$ cat src/rtl/pulse_train_gen.sv
// pulse_train_gen: trigger-started multi-channel pulse generator.
//   clk, rst_n  : clock, asynchronous active-low reset
//   enable      : block enable, low forces idle
//   tem         : asynchronous trigger, rising edge starts a burst
//   period      : repetition period in clk cycles
//   delay/width : per-channel offset and width, channel i at [i*CNT_W +: CNT_W]
//   burst       : periods per trigger, 0 = continuous
//   abort       : synchronous stop request
//   pulse_out   : registered channel outputs (bit 0 = K1)
//   busy        : high while running
//   done        : one-cycle strobe at finite burst completion
//   cfg_err     : one-cycle strobe when a trigger is rejected
module pulse_train_gen #(
  parameter int unsigned NCH         = 2,
  parameter int unsigned CNT_W       = 24,
  parameter int unsigned SYNC_STAGES = 2
) (
  input  logic                   clk,
  input  logic                   rst_n,
  input  logic                   enable,
  input  logic                   tem,
  input  logic [CNT_W-1:0]       period,
  input  logic [NCH*CNT_W-1:0]   delay,
  input  logic [NCH*CNT_W-1:0]   width,
  input  logic [15:0]            burst,
  input  logic                   abort,
  output logic [NCH-1:0]         pulse_out,
  output logic                   busy,
  output logic                   done,
  output logic                   cfg_err
);

  typedef enum logic [1:0] {ST_IDLE, ST_RUN, ST_DONE} state_t;

  state_t                 state_q, state_d;
  logic [SYNC_STAGES-1:0] sync_q, sync_d;
  logic [SYNC_STAGES-1:0] vld_q, vld_d;
  logic                   prev_q, prev_d;
  logic                   trig_q, trig_d;
  logic [CNT_W-1:0]       pcnt_q, pcnt_d;
  logic [15:0]            bcnt_q, bcnt_d;
  logic [CNT_W-1:0]       per_q, per_d;
  logic [NCH*CNT_W-1:0]   dly_q, dly_d;
  logic [NCH*CNT_W-1:0]   wid_q, wid_d;
  logic [15:0]            burst_q, burst_d;
  logic [NCH-1:0]         pulse_q, pulse_d;
  logic                   cfg_err_q, cfg_err_d;

  logic                   cfg_ok;
  logic                   stop;
  logic [NCH-1:0]         act;
  logic [16:0]            bcnt_inc;

  // vld_q marks synchroniser stages holding a real post-reset sample; prev_q
  // idles high so a tem already high at reset release is not seen as an edge.
  always_comb begin
    sync_d = {sync_q[SYNC_STAGES-2:0], tem};
    vld_d  = {vld_q[SYNC_STAGES-2:0], 1'b1};
    prev_d = vld_q[SYNC_STAGES-1] ? sync_q[SYNC_STAGES-1] : 1'b1;
    trig_d = vld_q[SYNC_STAGES-1] & sync_q[SYNC_STAGES-1] & ~prev_q;
  end

  always_comb begin
    cfg_ok = (period >= CNT_W'(2));
    for (int unsigned i = 0; i < NCH; i++) begin
      if (({1'b0, delay[i*CNT_W +: CNT_W]} + {1'b0, width[i*CNT_W +: CNT_W]})
          > {1'b0, period})
        cfg_ok = 1'b0;
    end
  end

  always_comb begin
    for (int unsigned i = 0; i < NCH; i++) begin
      act[i] = (pcnt_q >= dly_q[i*CNT_W +: CNT_W]) &&
               ({1'b0, pcnt_q} < ({1'b0, dly_q[i*CNT_W +: CNT_W]} +
                                  {1'b0, wid_q[i*CNT_W +: CNT_W]}));
    end
  end

  assign stop     = abort | ~enable;
  assign bcnt_inc = {1'b0, bcnt_q} + 17'd1;

  always_comb begin
    state_d   = state_q;
    pcnt_d    = pcnt_q;
    bcnt_d    = bcnt_q;
    per_d     = per_q;
    dly_d     = dly_q;
    wid_d     = wid_q;
    burst_d   = burst_q;
    pulse_d   = '0;
    cfg_err_d = 1'b0;
    case (state_q)
      ST_IDLE: begin
        if (trig_q && !stop) begin
          if (cfg_ok) begin
            state_d = ST_RUN;
            pcnt_d  = '0;
            bcnt_d  = '0;
            per_d   = period;
            dly_d   = delay;
            wid_d   = width;
            burst_d = burst;
          end else begin
            cfg_err_d = 1'b1;
          end
        end
      end
      ST_RUN: begin
        if (stop) begin
          state_d = ST_IDLE;
        end else begin
          pulse_d = act;
          if (pcnt_q == per_q - CNT_W'(1)) begin
            pcnt_d = '0;
            if (bcnt_q != '1)
              bcnt_d = bcnt_inc[15:0];
            if ((burst_q != '0) && (bcnt_inc == {1'b0, burst_q}))
              state_d = ST_DONE;
          end else begin
            pcnt_d = pcnt_q + CNT_W'(1);
          end
        end
      end
      default: state_d = ST_IDLE;
    endcase
  end

  always_ff @(posedge clk or negedge rst_n) begin
    if (!rst_n) begin
      state_q   <= ST_IDLE;
      sync_q    <= '0;
      vld_q     <= '0;
      prev_q    <= 1'b1;
      trig_q    <= 1'b0;
      pcnt_q    <= '0;
      bcnt_q    <= '0;
      per_q     <= '0;
      dly_q     <= '0;
      wid_q     <= '0;
      burst_q   <= '0;
      pulse_q   <= '0;
      cfg_err_q <= 1'b0;
    end else begin
      state_q   <= state_d;
      sync_q    <= sync_d;
      vld_q     <= vld_d;
      prev_q    <= prev_d;
      trig_q    <= trig_d;
      pcnt_q    <= pcnt_d;
      bcnt_q    <= bcnt_d;
      per_q     <= per_d;
      dly_q     <= dly_d;
      wid_q     <= wid_d;
      burst_q   <= burst_d;
      pulse_q   <= pulse_d;
      cfg_err_q <= cfg_err_d;
    end
  end

  assign pulse_out = pulse_q;
  assign busy      = (state_q == ST_RUN);
  assign done      = (state_q == ST_DONE);
  assign cfg_err   = cfg_err_q;

endmodule
$ cat config.mk
export PLATFORM = sky130hd
export DESIGN_NAME = pulse_train_gen
export DESIGN_NICKNAME = d
export VERILOG_FILES = /design/src/rtl/pulse_train_gen.sv
export SDC_FILE = /design/constraint.sdc
export NUM_CORES = 1
export LEC_CHECK = 0
export CAP_MARGIN = 20
export CORE_MARGIN = 10
export CORE_UTILIZATION = 45
export CTS_CLUSTER_DIAMETER = 80
export DETAILED_ROUTE_END_ITERATION = 12
export PLACE_DENSITY = 0.65
export SETUP_SLACK_MARGIN = 0.4
export SLEW_MARGIN = 5
export SYNTH_ARGS = -nofsm -noshare
export SYNTH_HDL_FRONTEND = slang
export SYNTH_SLANG_ARGS = --single-unit
$ cat constraint.sdc
create_clock -name clk -period 5.3 [get_ports clk]
set_input_delay 1.59 -clock clk [delete_from_list [all_inputs] [get_ports clk]]
set_output_delay 1.59 -clock clk [all_outputs]
set_load 0.005 [all_outputs]
==> qor.txt <==
Seq/Total Area, Yosys -> 28.7%
Crit. Startpoint -> delay[2]
Final core utilization -> 63.7%
Share of flip-flops with an asynchronous set or reset -> 100%
Clk_lat worst skew -> 470 ps
Via Count -> 15400
CP endpoint kind -> flop
Required @ worst endpoint -> 5660 ps
Max incr delay on CP -> 300 ps
Worst Path Buf+Inv -> 9
DP HPWL -> 40100 µm
Vias in the first global route -> 15800
Fin nets -> 2559
WHS Path Cells -> 0
Routed length per instance -> 21.2 µm
Number of synthesized register bits -> 187
Worst r2r src -> wid_q[1]$_DFFE_PN0P_
CP endpoint -> wid_q[1]$_DFFE_PN0P_
Number of diodes -> 0
YS warnings -> 0
Finished Layout Cells -> 2647
Area Growth Syn to Fin -> 39.3%
Core ar. -> 35700 µm²
Share of cells above drive strength 1 -> 26.9%
Rows -> 69
Area of the multi-input gates -> 12400 µm²
Skew final -> 16.1 ps
Final min period -> 6020 ps
Final wirelength -> 56100 µm
Register Area -> 4680 µm²
RR Endpoint -> pulse_out[0]$_DFF_PN0_
Clk sinks -> 187
Leak -> 11.0 nW
Violated checks -> negative setup slack
Area post-placement -> 20000 µm²
Final setup fails -> 178
Initial Utilization -> 45.7%
Grt ovf -> 0
Fin Setup TNS -> -109430 ps
CTS tree -> built
Crit path depth -> 27
Most common cell on crit path -> buf_4
Dpl ws -> -1670 ps
Drt pass-1 iters -> 6
Post-synth top flop -> dfrtp_1
Die Y-Extent -> 210 µm
Commonest cells after routing, fill and taps aside -> ha_1 (217), dfrtp_1 (186), buf_4 (184)
# DRC -> 0
Largest net degree at the start of global routing -> 98
Worst reg2reg path depth -> 18
Clk slew on worst S/H paths -> 80 ps
VDD IR-drop max -> 0.229 mV
CTS HTree Levels -> 4
Post-synthesis instance total -> 1807
Via/cell ratio -> 5.83
Final instance area -> 22700 µm²
Synthesized net count -> 2193
EDFF count, synth -> 0
Final max-slew violation count -> 0
Cell variety after synth -> 77
Detail Route Antenna Nets -> 0
Synth area leaders -> dfrtp_1 (29%), ha_1 (19%), mux2_2 (5.8%)
Gpl congestion -> 0.922
Max Cap Violations -> 0
Crit Path Max Fanout -> 7
Fraction of the cycle the final worst path needs -> 114%
Antenna violations before repair -> 0
Clock buffer count from CTS -> 17
First-pass GRT wire length -> 84400 µm
CTS Buffer Depth -> 2
Status -> complete, but fails checks
IO Port Bufs -> 145
Startpoint Class -> primary input
Fillers -> 2872
Total power -> 5.80 mW
Worst Tran Pin Value -> 1130 ps
RSZ-0062 raised after global routing -> true
Most common cell after layout, fill and taps aside -> ha_1
WHS -> 352 ps
Post-Syn Area -> 16300 µm²
Placed insts -> 2542
Root buffer cell -> clkbuf_16
Kind of critical path -> primary input to flop
Setup WS post-layout -> -725 ps
Top delay family on crit path -> simple AND/OR/NAND/NOR gates
R2R Setup Slk -> 420 ps
Pwr/cell area -> 255 nW/µm²
Mapped Avg Cell Area -> 9.02 µm²
Ports -> 146
Final Hold Fails -> 0
Post-synth top area share -> 28.6%
Crit path max-delay cell type -> ha_1
CP Data Arrival Time -> 6380 ps
Slew headroom -> 22.7%
Hold buffers post-CTS -> 0
Hold WC Path Type -> flop to flop
FMAX -> 166 MHz
Die Wd -> 210 µm
DR iter-0 viols -> 838
DIE AREA -> 44200 µm²
Total GRT Usage -> 23.9%
Yosys top cell by area -> dfrtp_1
[worst register-to-register path: cells and delay by family (launching register included)]
| family | cells | cell delay, ps |
|---|---|---|
| AND/OR/NAND/NOR | 5 | 800 |
| flip-flops | 1 | 430 |
| XOR/XNOR | 1 | 150 |
| adder cells (fa/ha/maj) | 2 | 590 |
| AO/OA/AOI/OAI | 10 | 2790 |
[cells by family (layout without fill, tap and decap cells)]
logic type / after synthesis / in the layout / share of synthesized area [%]
other: 1 / 1 / 0.0230
and+or+nand+nor: 471 / 471 / 15.0
adders and majority gates: 245 / 245 / 19.0
xor gates and xnor gates: 136 / 136 / 7.31
buffers and inverters: 163 / 540 / 3.94
AOI/OAI and AO/OA: 516 / 518 / 19.9
DFF: 187 / 187 / 28.7
muxes: 88 / 88 / 6.07
[per-layer routing]
layer | track usage (%) | part of all wire [%] | vias up
met1 | 29.3 | 43 | 7544
met4 | 8.89 | 3.6 | 0
li1 | - | - | 7345
met2 | 41.2 | 49 | 444
met5 | 0 | 0 | -
met3 | 3.96 | 4.4 | 107
[where the power goes]
group / switching (mW) / leakage (nW) / total (mW) / internal (mW)
combinational: 1.46 / 8.44 / 2.82 / 1.36
sequential: 0.126 / 2.33 / 1.69 / 1.56
clock: 0.649 / 0.270 / 1.29 / 0.641
[flip-flops by register name, indices dropped and copies added (netlist names), 2 cells and up]
register and cells:
bcnt_q 16, dly_q 48, vld_q 2, pcnt_q 24, per_q 24, wid_q 48, pulse_out 2, burst_q 16
sync_q 2, state_q 2
[worst min-delay path by stage]
stage	from	end	slack, ps
after global routing	vld_q[0]$_DFF_PN0_	vld_q[1]$_DFF_PN0_	350
after detailed placement	vld_q[0]$_DFF_PN0_	vld_q[1]$_DFF_PN0_	340
after floorplan	sync_q[0]$_DFF_PN0_	sync_q[1]$_DFF_PN0_	330
after CTS	vld_q[0]$_DFF_PN0_	vld_q[1]$_DFF_PN0_	350
final	vld_q[0]$_DFF_PN0_	vld_q[1]$_DFF_PN0_	350
after global placement	vld_q[0]$_DFF_PN0_	vld_q[1]$_DFF_PN0_	330
[Yosys cell counts, types with 17 or more instances]
master,number
nor2_1,89
xnor2_1,92
a211oi_1,24
ha_1,241
inv_1,114
o21a_1,30
nand2b_1,34
a21oi_1,118
o21bai_1,17
a31oi_1,19
dfrtp_1,186
nand4_1,29
nor4_1,20
nand2_1,110
nor2b_1,37
clkbuf_1,36
a21o_1,69
o21ai_0,159
and3_1,20
mux2_2,84
nor3_1,32
nand3_1,44
xor2_1,44
[layout make-up]
class,instances,area share [%]
Multi-Input combinational cell,1459,54.8
Sequential cell,187,20.6
Timing Repair Buffer,393,17.7
Tap cell,461,2.54
Clock buffer,21,2.03
Inverter,115,1.90
Clock inverter,11,0.457
[timing repair]
item,in CTS,in global routing
endpoints found under the setup margin,180,180
setup buffers,29,16
gates resized for setup,265,179
pin swaps,72,63
cloned,13,15
No activity file was read; power rests on OpenSTA's default activity.
